### src/rtl/pc_defs.sv
// Shared definitions for the PC sequencer: next-PC select encodings and
// the bit positions of the sticky status flags.
package pc_defs;

  typedef enum logic [2:0] {
    SRC_SEQ  = 3'd0,
    SRC_REL  = 3'd1,
    SRC_ABS  = 3'd2,
    SRC_CALL = 3'd3,
    SRC_RET  = 3'd4,
    SRC_BR   = 3'd5
  } pc_src_e;

  localparam int FLAG_OVF  = 0;
  localparam int FLAG_UNF  = 1;
  localparam int FLAG_ILL  = 2;
  localparam int NUM_FLAGS = 3;

endpackage

### src/rtl/pc_ras.sv
// Circular return-address stack: a full push overwrites the oldest entry,
// and the depth counter saturates at DEPTH.
module pc_ras #(
  parameter int WIDTH = 16,
  parameter int DEPTH = 8
) (
  input  logic                     clk,
  input  logic                     rst_n,
  input  logic                     push,
  input  logic                     pop,
  input  logic [WIDTH-1:0]         push_data,
  output logic [WIDTH-1:0]         top,
  output logic [$clog2(DEPTH):0]   depth,
  output logic                     full,
  output logic                     empty
);

  localparam int AW = $clog2(DEPTH);
  localparam logic [AW-1:0] ONE_SP = AW'(1);
  localparam logic [AW:0]   ONE_D  = (AW+1)'(1);
  localparam logic [AW:0]   FULL_D = (AW+1)'(DEPTH);

  logic [WIDTH-1:0] mem [DEPTH];
  logic [AW-1:0]    sp;

  // Entry storage is never reset; only the pointer and count are.
  always_ff @(posedge clk) begin
    if (push) mem[sp] <= push_data;
  end

  always_ff @(posedge clk or negedge rst_n) begin
    if (!rst_n) begin
      sp    <= '0;
      depth <= '0;
    end else if (push) begin
      sp <= sp + ONE_SP;
      if (!full) depth <= depth + ONE_D;
    end else if (pop && !empty) begin
      sp    <= sp - ONE_SP;
      depth <= depth - ONE_D;
    end
  end

  assign top   = mem[sp - ONE_SP];
  assign full  = (depth == FULL_D);
  assign empty = (depth == '0);

endmodule

### src/rtl/pc_sequencer.sv
// Program-counter sequencer: next-PC select, return-address stack and
// sticky error flags (RAS overflow/underflow, reserved select).
module pc_sequencer
  import pc_defs::*;
#(
  parameter int WIDTH        = 16,
  parameter int DEPTH        = 8,
  parameter int INC          = 2,
  parameter int RESET_VECTOR = 0
) (
  input  logic                     clock,
  input  logic                     pcReset_n,
  input  logic                     pcWrite,
  input  logic [2:0]               pcSrc,
  input  logic [WIDTH-1:0]         offset,
  input  logic [WIDTH-1:0]         target,
  input  logic                     comp,
  input  logic                     clrFlags,
  output logic [WIDTH-1:0]         pcCur,
  output logic [$clog2(DEPTH):0]   rasDepth,
  output logic                     rasOverflow,
  output logic                     rasUnderflow,
  output logic                     illegalSrc
);

  localparam logic [WIDTH-1:0] INC_W   = WIDTH'(INC);
  localparam logic [WIDTH-1:0] RESET_W = WIDTH'(RESET_VECTOR);

  logic [WIDTH-1:0]     pc_seq;
  logic [WIDTH-1:0]     pc_rel;
  logic [WIDTH-1:0]     pc_next;
  logic [WIDTH-1:0]     ras_top;
  logic                 ras_full;
  logic                 ras_empty;
  logic                 push;
  logic                 pop;
  logic [NUM_FLAGS-1:0] flags;
  logic [NUM_FLAGS-1:0] flag_set;
  logic [NUM_FLAGS-1:0] flags_next;

  // Offset is two's complement; a plain WIDTH-bit add wraps identically.
  assign pc_seq = pcCur + INC_W;
  assign pc_rel = pcCur + offset;

  always_comb begin
    pc_next  = pcCur;
    push     = 1'b0;
    pop      = 1'b0;
    flag_set = '0;
    case (pcSrc)
      SRC_SEQ: pc_next = pc_seq;
      SRC_REL: pc_next = pc_rel;
      SRC_ABS: pc_next = target;
      SRC_CALL: begin
        pc_next            = target;
        push               = 1'b1;
        flag_set[FLAG_OVF] = ras_full;
      end
      SRC_RET: begin
        if (ras_empty) begin
          flag_set[FLAG_UNF] = 1'b1;
        end else begin
          pc_next = ras_top;
          pop     = 1'b1;
        end
      end
      SRC_BR:  pc_next = comp ? pc_rel : pc_seq;
      default: flag_set[FLAG_ILL] = 1'b1;
    endcase
    if (!pcWrite) begin
      push     = 1'b0;
      pop      = 1'b0;
      flag_set = '0;
    end
  end

  // Clear applies on every edge; a coincident set takes priority.
  assign flags_next = (clrFlags ? '0 : flags) | flag_set;

  always_ff @(posedge clock or negedge pcReset_n) begin
    if (!pcReset_n) begin
      pcCur <= RESET_W;
      flags <= '0;
    end else begin
      if (pcWrite) pcCur <= pc_next;
      flags <= flags_next;
    end
  end

  pc_ras #(
    .WIDTH (WIDTH),
    .DEPTH (DEPTH)
  ) u_ras (
    .clk       (clock),
    .rst_n     (pcReset_n),
    .push      (push),
    .pop       (pop),
    .push_data (pc_seq),
    .top       (ras_top),
    .depth     (rasDepth),
    .full      (ras_full),
    .empty     (ras_empty)
  );

  assign rasOverflow  = flags[FLAG_OVF];
  assign rasUnderflow = flags[FLAG_UNF];
  assign illegalSrc   = flags[FLAG_ILL];

endmodule
### config.mk
export PLATFORM = sky130hd
export DESIGN_NAME = pc_sequencer
export DESIGN_NICKNAME = d
export VERILOG_FILES = /design/src/rtl/pc_defs.sv /design/src/rtl/pc_ras.sv /design/src/rtl/pc_sequencer.sv
export SDC_FILE = /design/constraint.sdc
export NUM_CORES = 1
export LEC_CHECK = 0
export CAP_MARGIN = 20
export CORE_ASPECT_RATIO = 1.25
export CORE_MARGIN = 2
export CORE_UTILIZATION = 35
export CTS_CLUSTER_SIZE = 14
export DETAILED_ROUTE_END_ITERATION = 8
export HOLD_SLACK_MARGIN = 0.03
export RECOVER_POWER = 100
export SLEW_MARGIN = 20
export SYNTH_ARGS = -nofsm -noshare
export SYNTH_HDL_FRONTEND = slang
export SYNTH_SLANG_ARGS = --single-unit
export TNS_END_PERCENT = 100
### constraint.sdc
create_clock -name clock -period 3.4 [get_ports clock]
set_clock_uncertainty 0.1 [all_clocks]
set_input_delay 0.68 -clock clock [delete_from_list [all_inputs] [get_ports clock]]
set_output_delay 0.68 -clock clock [all_outputs]
set_load 0.01 [all_outputs]
# Yosys cells after proc, flatten, opt, wreduce, memory -nomap -nowiden
# Memory sizes are Yosys's and may differ from the RTL's.
# Cells that the tools add are included.
# totals
mem_bits_rw	128
in_bits	40
ff_bits	26
mem_count	1
elab_cells	51
# mem_list
name	depth	width	read_ports	rd_clocked_by_memory_dff	wr	line	text
u_ras.mem	8	16	1	0	1	pc_ras.sv:23	logic [WIDTH-1:0] mem [DEPTH];
# classes
reduce_logical	10
muxes	21
n_bitwise	1
addsub	6
eq_ne	8
# ops
operator	n
$pmux 16 s5	1
$mux 16	2
$add 16x16->16	1
$add 16x2->16 const B	1
$mux 3	4
$mux 4	3
$mux 1	11
$eq 3x2->1 const B	2
$eq 3x3->1 const B	2
$reduce_or 6->1	1
$reduce_bool 5->1	1
$add 4x1->4 const B	1
$eq 4x4->1 const B	1
$logic_not 4->1	1
$ne 2x2->1 const B	2
$sub 4x1->4 const B	1
$add 3x1->3 const B	1
$eq 3x1->1 const B	1
$logic_not 3->1	1
$or 3x3->3	1
$reduce_and 3->1	1
$sub 3x1->3 const B	1
$reduce_and 2->1	1
$reduce_bool 2->1	1
other kinds (3)	3

# Depth between registers and ports, before layout
# Gate-level depths: netlist of run 1.
# logic_depth
depth_word	7
mapped_depth	13
depth_no_buf	9

# Hierarchy
# A second synthesis of run 1 with hierarchy kept.
# unflattened
cells_unflattened	518
hier_area_um2	7542.2
# modules_own_cells
module	n_inst	cells_per_inst	area_each_um2
pc_ras	1	249	5382.7
pc_sequencer	1	269	2159.6

# Least setup slack after synthesis of run 1
# Ideal clock, no wire load.
# synth_path
path_kind	input -> register
startpoint	in pcSrc[1]
endpoint	mem u_ras.mem[0][0], enable pin
required_ps	2870
path_stages	6
setup_slack_ps	-161
arrival_time_ps	3031
path_cell_list	nor2b_1 -> clkbuf_1 -> and3_1 -> clkbuf_2 -> inv_1 -> nor4_1
# synth_between
elab_chain_cells	5
# synth_rtl
element	line	text
from (decl)	pc_sequencer.sv:14	input logic [2:0] pcSrc,
$eq 3x2->1	pc_sequencer.sv:50	case (pcSrc)
$mux 1	pc_sequencer.sv:50	
$mux 1	pc_sequencer.sv:70	if (!pcWrite) begin
$mux 1	pc_ras.sv:28	if (push) mem[sp] <= push_data;
$mux 1 (implied by the code)	pc_ras.sv:28	
to (decl)	pc_ras.sv:23	
# No other way between the ends.

# Worst setup path after layout of run 1
# layout_path
startpoint	in offset[0]
endpoint	reg pcCur[14]
# layout_between
elab_chain_cells	3
# layout_rtl
element	line	text
from (decl)	pc_sequencer.sv:15	input logic [WIDTH-1:0] offset,
$add 16x16->16 (*)	pc_sequencer.sv:43	assign pc_rel = pcCur + offset;
$mux 16	pc_sequencer.sv:67	SRC_BR: pc_next = comp ? pc_rel : pc_seq;
$pmux 16 s5 (*)	pc_sequencer.sv:50	
to (signal assigned)	pc_sequencer.sv:85	if (pcWrite) pcCur <= pc_next;
to (decl)	pc_sequencer.sv:19	output logic [WIDTH-1:0] pcCur,
# Every way passes the cells marked *; elsewhere a longest branch is shown, timed or not.
# A chain may end at the register's enable or synchronous reset.

==> results.md, run 1 <==
- Status: finished clean
- Setup crit end kind: flop
- Slew Viols, Final: 0
- Final hold vios: 0
- Resize count post-CTS: 0
- Number of synthesized flops with an enable pin: 128
- R2r setup slk: 0.42 ns
- Endpoints failing setup: 0
- Critical Path Fanout Max: 3
- FF+latch area: about 4500 um2
- FF-to-FF End: pcCur[14]
- Initial DRC count: around 400
- Register clock-pin slew on the reported worst setup and hold paths: around 0.070 ns
- Hold crit path type: flop to flop
- Lkg Pwr: about 3.2 nW
- DR WL met3: 936 um
- RSZ-0062 raised after global routing: no
- Post-synthesis instance total: 512
- Largest family of logic cells by synthesized area: multiplexers
- Longest Clk Path Bufs: 2
- Vias: 4,856
- Top cell type's share of synthesized area: about 52%
- Cell taking the most area after synthesis: edfxtp_1
- Total gr overflow: 0
- Ant. Diodes: 0
- Filler Cell Count: 1,888
- CP arrival: 3.25 ns
- Critical Path Start Type: input port
- Share of cells above drive strength 1: between 10 and 15%
- Sequential share of the synthesized area: 60.29%
- Worst-margin pin slew: approximately 0.90 ns
- First-pass GRT wire length: 29.64 mm
- Worst EP required: 3.60 ns
- Die area: 22,490 um2
- Initial antenna violation count: 0
- Final Cycle Share: 89.86%
- Num ports: 63
- Post-Synth XOR/XNOR Area: 3.273%
- Met2 wire length: 9.731 mm
- Total CTS buffers: 17
- Hold slack final: 0.4138 ns
- Die W: 134.5 um
- Final #Nets: 659
- Async S/R FF share, synth: between 10% and 20%
- CTS tree: built
- Site row count: 59
- Worst slew margin: 39.68%
- Clk root buf: clkbuf_16
- Pwr Density: ~840 nW/um2
- Post-Syn Nets: roughly 570
- Height of the die: about 170 um
- Post-route setup slack: 0.3447 ns
- Register-to-Register Path Depth: 8
- Metal-1 WL: 8.176 mm
- First-pass iteration count of the detailed router: 5
- DR DRC count: 0
- Synthesis-to-layout area growth: 21.40%
- Number of port buffers: a little over 60
- Cts hold-fix bufs: 0
- Max IR drop VDD: 0.4200 mV
- Top cells by area, synth: edfxtp_1 (52%), dfrtp_1 (8.7%), mux4_2 (5.7%)
- Synth Area in Simple Gates: roughly 8%
- Post-synthesis compound-gate area fraction: 9.701%
- Setup CP Type: input port to flop
- Worst hold start: u_ras.depth[3]
- Mapped cell area: 7455 um2
- Postcts setup bufs: 0
- Synth Area in Adders: 3.894%
- Clk sinks: approximately 150
- Avg Cell Area, Syn: approximately 15 um2
- DPL Wire Length: 13.23 mm
- Cell family with most CP delay: buffers and inverters
- Post-synth cell types: 65
- Achievable frequency: 327.3 MHz
- Hold path depth: 1
- Wire per inst: approximately 22 um
- Mux contribution to synthesized area: between 10% and 20%
- CTS H-tree lvls: 4
- Critical path buffers and inverters: 3
- Final WL: 19.29 mm
- Vias per inst: 5.499
- CP cell instances: dlygate4sd3_1, ha_1, inv_1, fa_1, nor2b_1, o31ai_1, a211oi_1, buf_4, o32a_1, xnor2_1, o21ai_0
- Tmin final: 3.055 ns
- Total core area: 20,890 um2
- Global-route total usage across every layer: 17.62%
- Starting Density: 35.68%
- Post-synth top flop: edfxtp_1
- Latest clock arrival within the worst-skew pair: 0.41 ns
- Hold EP: u_ras.depth[3]
- Gpl congestion: 0.8639
- Max Cap Viol: 0
- Area of the multi-input gates: 2789 um2
- Synth Register Bits: 154
- Vias in the first global route: 4,991
- YS warnings: 0
- Final setup TNS: 0 ns
- Post-route antenna net violation count: 0
- Top Metal Used: met4
- Crit-path slowest cell: dlygate4sd3_1
- Most frequent cell after synthesis: edfxtp_1
- Synth top cells by count: edfxtp_1 (128), nor2_1 (31), nand2_1 (30)
- Pin count of the biggest net entering global routing: 39
- RR Startpoint: u_ras.sp[1]
- CP peak stage delay: 0.61 ns
- Pre-CTS setup slack: -0.01487 ns
stage by stage:
step | instance area (um2) | utilization, % | cells | total power [mW]
2_1_floorplan | 7461 | - | 512 | 4.819
3_3_place_gp | 8539 | 40.88 | 851 | 5.807
3_5_place_dp | 8539 | 40.88 | 851 | 5.877
4_1_cts | 9111 | 43.61 | 882 | 7.739
5_1_grt | 9050 | 43.32 | 883 | 8.017
6_report | 9050 | 43.32 | 883 | 7.603
power by group:
part	switching, mW	internal, mW
clock network	0.760	1.09
logic	1.62	1.38
registers	0.297	2.46
total	2.67	4.93
area by class of cell:
type                       count  share of cell area [%]
inverter                      13                  0.5392
sequential                   154                   49.68
tap                          274                   3.788
timing repair buffer          91                   8.862
clock buffer                  19                   4.784
multi-input combinational    320                   30.82
clock inverter                12                   1.535
worst max path at each step:
stage	startpoint	to	slack, ns	depth (start not counted)
6_report	offset[0]	pcCur[14]	0.34	11
5_1_grt	pcSrc[1]	u_ras.mem[1][10]	0.13	7
4_1_cts	u_ras.sp[1]	pcCur[8]	0.36	9
3_5_place_dp	offset[0]	pcCur[12]	-0.01	11
3_3_place_gp	offset[0]	pcCur[14]	0.07	11
2_1_floorplan	pcSrc[1]	u_ras.mem[4][0]	0.24	6
logic make-up after synthesis:
group                    after synthesis
AO/OA/AOI/OAI                        106
AND/OR/NAND/NOR                      118
multiplexers                          47
XOR/XNOR                              27
buffers and inverters                 38
flip-flops                           154
adder cells (fa/ha/maj)               22
cells in the final DEF, fill, tap and decap left out, types with 13 or more instances in the layout:
master,Yosys,layout
nand2_1,30,30
mux4_2,19,19
inv_1,13,13
clkdlybuf4s50_1,0,35
edfxtp_1,128,128
a21oi_1,18,18
nor2_1,31,31
ha_1,20,20
clkbuf_16,0,17
o21ai_0,24,24
dfrtp_1,26,25
dlygate4sd3_1,0,27
mux4_1,13,13
xnor2_1,15,15
metal layers:
metal / track usage [%] / vias to the layer above
li1: - / 2201
met1: 22.94 / 2468
met2: 29.79 / 163
met3: 2.816 / 24
met4: 6.316 / 0
met5: 0 / -
registers in the layout, summed over array words and instances, names as in the netlist:
signal / count
flags: 3
u_ras.depth: 4
u_ras.sp: 3
pcCur: 16
u_ras.mem: 128
Note: power is estimated with default switching activity, not from simulation.
==> run 2: changes to the inputs <==
--- a/config.mk
+++ b/config.mk
@@ -5,6 +5,8 @@
 export SDC_FILE = /design/constraint.sdc
 export NUM_CORES = 1
 export LEC_CHECK = 0
+export ABC_AREA = 1
+export ABC_CLOCK_PERIOD_IN_PS = 3400
 export CAP_MARGIN = 20
 export CORE_ASPECT_RATIO = 1.25
 export CORE_MARGIN = 2
==> results.md, run 2 <==
- Status: finished with violations
- Failing checks: capacitance limit, slew limit
- R2r setup slk: 0.55 ns
- Longest Clk Path Bufs: 2
- Synth Register Bits: 154
- Final hold vios: 0
- Pin count of the biggest net entering global routing: 68
- Register-to-Register Path Depth: 9
- CP peak stage delay: roughly 0.67 ns
- Number of synthesized flops with an enable pin: 128
- Post-synth cell types: 40
- RR Startpoint: u_ras.sp[1]
- Tmin final: 3.051 ns
- Lkg Pwr: slightly below 4 nW
- Critical path buffers and inverters: 4
- Cts hold-fix bufs: 0
- CTS tree: built
- Worst slew margin: -11.54%
- YS warnings: 0
- Starting Density: 35.42%
- Vias per inst: 4.975
- Initial antenna violation count: 0
- Ant. Diodes: 0
- Slew Viols, Final: 27
- Total gr overflow: 0
- Top cell type's share of synthesized area: 47.58%
- Mapped cell area: 8079 um2
- Top cells by area, synth: edfxtp_1 (48%), nand2_1 (8.5%), dfrtp_1 (8.1%)
- Height of the die: 173.9 um
- Most common cell after layout, fill and taps aside: nand2_1
- Num ports: 63
- Sequential share of the synthesized area: 55.63%
- Setup crit end kind: flop
- Tot Pwr: 7.978 mW
- Worst hold start: flags[2]
- Hold crit path type: flop to flop
- Pre-CTS setup slack: approximately 0.6 ns
- Filler Cell Count: between 2,000 and 2,500
- Hold EP: flags[2]
- Resize count post-CTS: 0
- Vias: between 6,000 and 7,000
- Hold path depth: 2
- Clk sinks: roughly 150
- Total CTS buffers: 17
- Total core area: between 20,000 and 25,000 um2
- CTS H-tree lvls: 4
- FF-to-FF End: pcCur[3]
- First-pass iteration count of the detailed router: 5
- Avg Cell Area, Syn: 8.997 um2
- Hold slack final: 0.4283 ns
- CP cell instances: dlygate4sd3_1, nand2_1, inv_1, nand3_1, inv_1, nand2_1, nor2_1, clkbuf_1
- Synth top cells by count: nand2_1 (182), nor2_1 (144), edfxtp_1 (128)
- RSZ-0062 raised after global routing: no
- Achievable frequency: 327.8 MHz
- Most frequent cells in the layout: nand2_1 (183), nor2_1 (146), edfxtp_1 (128), inv_1 (106), nand3_1 (78)
- Die W: 139.9 um
- Critical Path Start Type: input port
- Final #Nets: 1,031
- Cell taking the most area after synthesis: edfxtp_1
- Flip-flop count of the largest register after layout: 128
- Async S/R FF share, synth: 16.88%
- Wire per inst: 16.75 um
- Latest clock arrival within the worst-skew pair: 0.43 ns
- Regs by FF count: u_ras.mem: 128 flops, pcCur: 16 flops, u_ras.depth: 4 flops
- Share of cells above drive strength 1: 6.008%
- First-pass GRT wire length: between 30 and 40 mm
- DPL Wire Length: 14.87 mm
- Post-synth top flop: edfxtp_1
- Number of port buffers: 62
- Most frequent cell after synthesis: nand2_1
- Post-route setup slack: 0.3495 ns
- Pwr Density: 831.1 nW/um2
- Post-route antenna net violation count: 0
- Final setup TNS: 0 ns
- Clk root buf: clkbuf_16
- DR DRC count: 0
- Global-route total usage across every layer: 17.84%
- Register clock-pin slew on the reported worst setup and hold paths: 0.07 ns
- Setup CP Type: input port to flop
- Final Cycle Share: about nine tenths
- Die area: 24,320 um2
- Postcts setup bufs: 0
- Cell family with most CP delay: buffers and inverters
- Critical Path Fanout Max: 11
- Vias in the first global route: roughly 6,000
- Gpl congestion: 0.9207
- Most flop-heavy register: u_ras.mem
- Site row count: 62
- Initial DRC count: 399
- Synthesis-to-layout area growth: 18.82%
- Worst EP required: around 3.4 ns
- Max Cap Viol: 1
- Post-synthesis instance total: 898
- Final WL: 21.27 mm
- Endpoints failing setup: 0
- Max IR drop VDD: 0.5522 mV
- Worst-margin pin slew: 1.673 ns
- Post-Syn Nets: 960
- Crit-path slowest cell: clkbuf_1
- CP arrival: 3.00 ns
==> run 2: cell types whose count changed in the layout (fill, tap and decap cells not counted), moves of 12 or more <==
cell     change
nand2_1    +153
nor2_1     +115
inv_1       +93
nand3_1     +66
o21ai_0     +40
mux4_2      -19
o21ai_1     +17
mux4_1      -13
xnor2_1     -12
==> run 2: logic make-up after synthesis <==
| kind of cell | after synthesis | synth area share (%) |
|---|---|---|
| simple gates | 440 | 23.12 |
| flops | 154 | 55.63 |
| buf+inv | 143 | 7.527 |
| compound gates | 126 | 8.626 |
| fa+ha+maj | 22 | 3.593 |
| xor+xnor | 13 | 1.502 |
==> run 2: how the worst max path moves through the flow <==
stage,from,slack [ns],to,cells after the start
after detailed placement,pcSrc[1],0.59,u_ras.mem[7][6],8
after global placement,offset[0],0.61,pcCur[14],14
final,pcSrc[1],0.35,u_ras.mem[0][6],8
after CTS,u_ras.sp[1],0.58,pcCur[3],9
after floorplan,pcSrc[2],0.93,u_ras.mem[0][0],7
after global routing,pcSrc[1],0.18,u_ras.mem[0][6],8
==> run 2: area by class of cell <==
class / instances / area [um2] / share of cell area (%)
inverter: 112 / 420.4 / 4.380
clock inverter: 15 / 215.2 / 2.242
clock buffer: 17 / 425.4 / 4.432
timing repair buffer: 83 / 729.5 / 7.599
tap: 288 / 360.3 / 3.754
multi-input combinational: 601 / 2953 / 30.76
sequential: 154 / 4496 / 46.83
==> run 2: metal layers <==
layer	vias up	part of all wire [%]	routed length (um)	GRT usage, %
met3	22	3.2	688	2.403
met5	-	0	0	0
met1	3016	44	9354	22.91
met2	145	51	10840	31.08
met4	0	1.8	387	5.833
li1	3135	-	-	-
==> run 2: worst register-to-register path, cell delays in order (launching register included) <==
cell      delay, ns
dfrtp_1        0.41
inv_1          0.09
ha_1           0.22
xnor2_2        0.53
clkinv_1       0.66
o211ai_1       0.30
nand3_1        0.20
nand4_1        0.13
nand2_1        0.06
nand2_1        0.09
==> run 2: power by group <==
group	internal, mW	leakage [nW]	switching, mW
Clock	1.25	0.308	0.790
Sequential	2.38	1.45	0.211
Combinational	1.12	2.17	2.23
Total	4.75	3.93	3.23
==> run 2: stage by stage <==
stage                     utilization, %  instance area (um2)  std cells
final                              42.09                 9599       1270
after CTS                          42.41                 9672       1270
after global routing               42.09                 9599       1270
after floorplan                        -                 8079        898
after global placement             39.60                 9031       1238
after detailed placement           39.60                 9031       1238
==> run 3: changes to the inputs <==
--- a/config.mk
+++ b/config.mk
@@ -5,7 +5,6 @@
 export SDC_FILE = /design/constraint.sdc
 export NUM_CORES = 1
 export LEC_CHECK = 0
-export ABC_AREA = 1
 export ABC_CLOCK_PERIOD_IN_PS = 3400
 export CAP_MARGIN = 20
 export CORE_ASPECT_RATIO = 1.25
@@ -15,7 +14,7 @@
 export DETAILED_ROUTE_END_ITERATION = 8
 export HOLD_SLACK_MARGIN = 0.03
 export RECOVER_POWER = 100
-export SLEW_MARGIN = 20
+export SLEW_MARGIN = 30
 export SYNTH_ARGS = -nofsm -noshare
 export SYNTH_HDL_FRONTEND = slang
 export SYNTH_SLANG_ARGS = --single-unit
==> results.md, run 3 (same netlist as run 1, synthesis figures left out) <==
- Initial DRC count: 368
- Total CTS buffers: 17
- Wire per inst: between 20 and 25 um
- RSZ-0062 raised after global routing: no
- Vias per inst: roughly 5.5
- Pwr Density: 840.2 nW/um2
- Setup crit end kind: flop
- Height of the die: 167.2 um
- FF+latch area: around 4500 um2
- First-pass iteration count of the detailed router: 5
- Top Metal Used: met4
- Lkg Pwr: 3.160 nW
- Num ports: 63
- Max IR drop VDD: 0.4202 mV
- Vias in the first global route: 4,991
- Clk pwr share: approximately 24%
- Most flop-heavy register: u_ras.mem
- Status: finished clean
- Vias: between 4,000 and 5,000
- Gpl congestion: between 0.8 and 0.9
- DR WL met3: between 800 and 900 um
- Max Cap Viol: 0
- Cts hold-fix bufs: 0
- Flip-flop count of the largest register after layout: between 100 and 150
- Worst EP required: approximately 3.6 ns
- Final hold vios: 0
- Critical path origin: offset[0]
- Critical Path Fanout Max: 3
- Final Cycle Share: 89.68%
- Slew Viols, Final: 0
- Worst-margin pin slew: 0.8774 ns
- Switching power summed over all nets: 2.672 mW
- Pint: 4.928 mW
- Worst hold start: u_ras.depth[3]
- Global-route total usage across every layer: 17.62%
- Placed cells: about 850
- Total core area: 20,890 um2
- Worst slew margin: 41.31%
- Hold slack final: 0.4139 ns
- Starting Density: between 30% and 40%
- Share of cells above drive strength 1: 13.49%
- Critical Path Start Type: input port
- Synthesis-to-layout area growth: 21.33%
- Clk root buf: clkbuf_16
- RR Startpoint: u_ras.sp[1]
- Clk sinks: 154
- Die W: between 100 and 150 um
- Final WL: approximately 19 mm
- Achievable frequency: 328.0 MHz
- Tmin final: 3.049 ns
- Endpoints failing setup: 0
- Setup CP Type: input port to flop
- CTS tree: built
- Most frequent cells in the layout: edfxtp_1 (128), clkdlybuf4s50_1 (35), nor2_1 (31), nand2_1 (30), dlygate4sd3_1 (27)
- Filler Cell Count: 1,886
- Regs by FF count: u_ras.mem: 128 flops, pcCur: 16 flops, u_ras.depth: 4 flops
- DR DRC count: 0
- Pin count of the biggest net entering global routing: 39
- Initial antenna violation count: 0
- Area of the multi-input gates: 2789 um2
- Combinational power share: between 30 and 40%
- Latest clock arrival within the worst-skew pair: a little over 0.4 ns
- Die area: 22,490 um2
- Post-route antenna net violation count: 0
- CP arrival: 3.22 ns
- Number of port buffers: between 60 and 70
- Resize count post-CTS: 0
- Layout Cells excl Fill: 882
- First-pass GRT wire length: 29.64 mm
- Met2 wire length: a little under 10 mm
- CTS H-tree lvls: 4
- Sequential share of power: 36.2%
- Register clock-pin slew on the reported worst setup and hold paths: 0.07 ns
- Hold crit path type: flop to flop
- Longest Clk Path Bufs: 2
- Postcts setup bufs: 0
- Most common cell after layout, fill and taps aside: edfxtp_1
- Final #Nets: 658
- Total gr overflow: 0
- DPL Wire Length: about 13 mm
- Tot Pwr: 7.600 mW
- Site row count: 59
- Metal-1 WL: between 8 and 9 mm
- Ant. Diodes: 0
- Net Sw Frac: 35.16%
## run 3: cell type report
cell class | instances | area share (%)
Clock inverter | 12 | 1.535
Clock buffer | 19 | 4.786
Tap cell | 274 | 3.790
Timing Repair Buffer | 90 | 8.812
Multi-Input combinational cell | 320 | 30.83
Sequential cell | 154 | 49.70
Inverter | 13 | 0.5395
## run 3: power by group through the flow
| stage | logic (mW) | registers, mW | clock network [mW] |
|---|---|---|---|
| floorplan | 2.10 | 2.72 | 0 |
| global placement | 3.02 | 2.78 | 0 |
| detailed placement | 3.08 | 2.79 | 0 |
| CTS | 3.10 | 2.76 | 1.88 |
| global route | 3.27 | 2.78 | 1.96 |
| finish | 3.00 | 2.75 | 1.85 |
## run 3: final timing paths
check	cells after the start	slack [ns]	endpoint
setup / recovery	11	0.35	pcCur[12]
hold / removal	1	0.41	u_ras.depth[3]
setup reg to reg	8	0.43	pcCur[14]
hold reg to reg	1	0.41	u_ras.depth[3]
max in group asynchronous	2	1.45	pcCur[5]
min in group asynchronous	1	0.72	pcCur[15]
## run 3: metrics by stage
| stage | worst slack [ns] | utilization, % | area [um2] | setup TNS (ns) |
|---|---|---|---|---|
| after detailed placement | -0.01487 | 40.88 | 8539 | -0.01553 |
| after global routing | 0.1331 | 43.30 | 9045 | 0 |
| after CTS | 0.3617 | 43.61 | 9111 | 0 |
| final | 0.3510 | 43.30 | 9045 | 0 |
| after floorplan | 0.2416 | - | 7461 | 0 |
| after global placement | 0.07416 | 40.88 | 8539 | 0 |
## run 3: metal layers
layer / up-vias / track usage [%]
met2: 160 / 29.79
met1: 2452 / 22.94
met3: 23 / 2.816
met4: 0 / 6.316
li1: 2199 / -
met5: - / 0
## run 3: worst max-delay path, stage by stage
cell,delay [ns]
dlygate4sd3_1,0.61
ha_1,0.24
inv_1,0.07
fa_1,0.41
nor2b_1,0.21
o31ai_1,0.13
a211oi_1,0.34
buf_4,0.18
nor3_1,0.05
xor2_1,0.15
o221ai_1,0.14
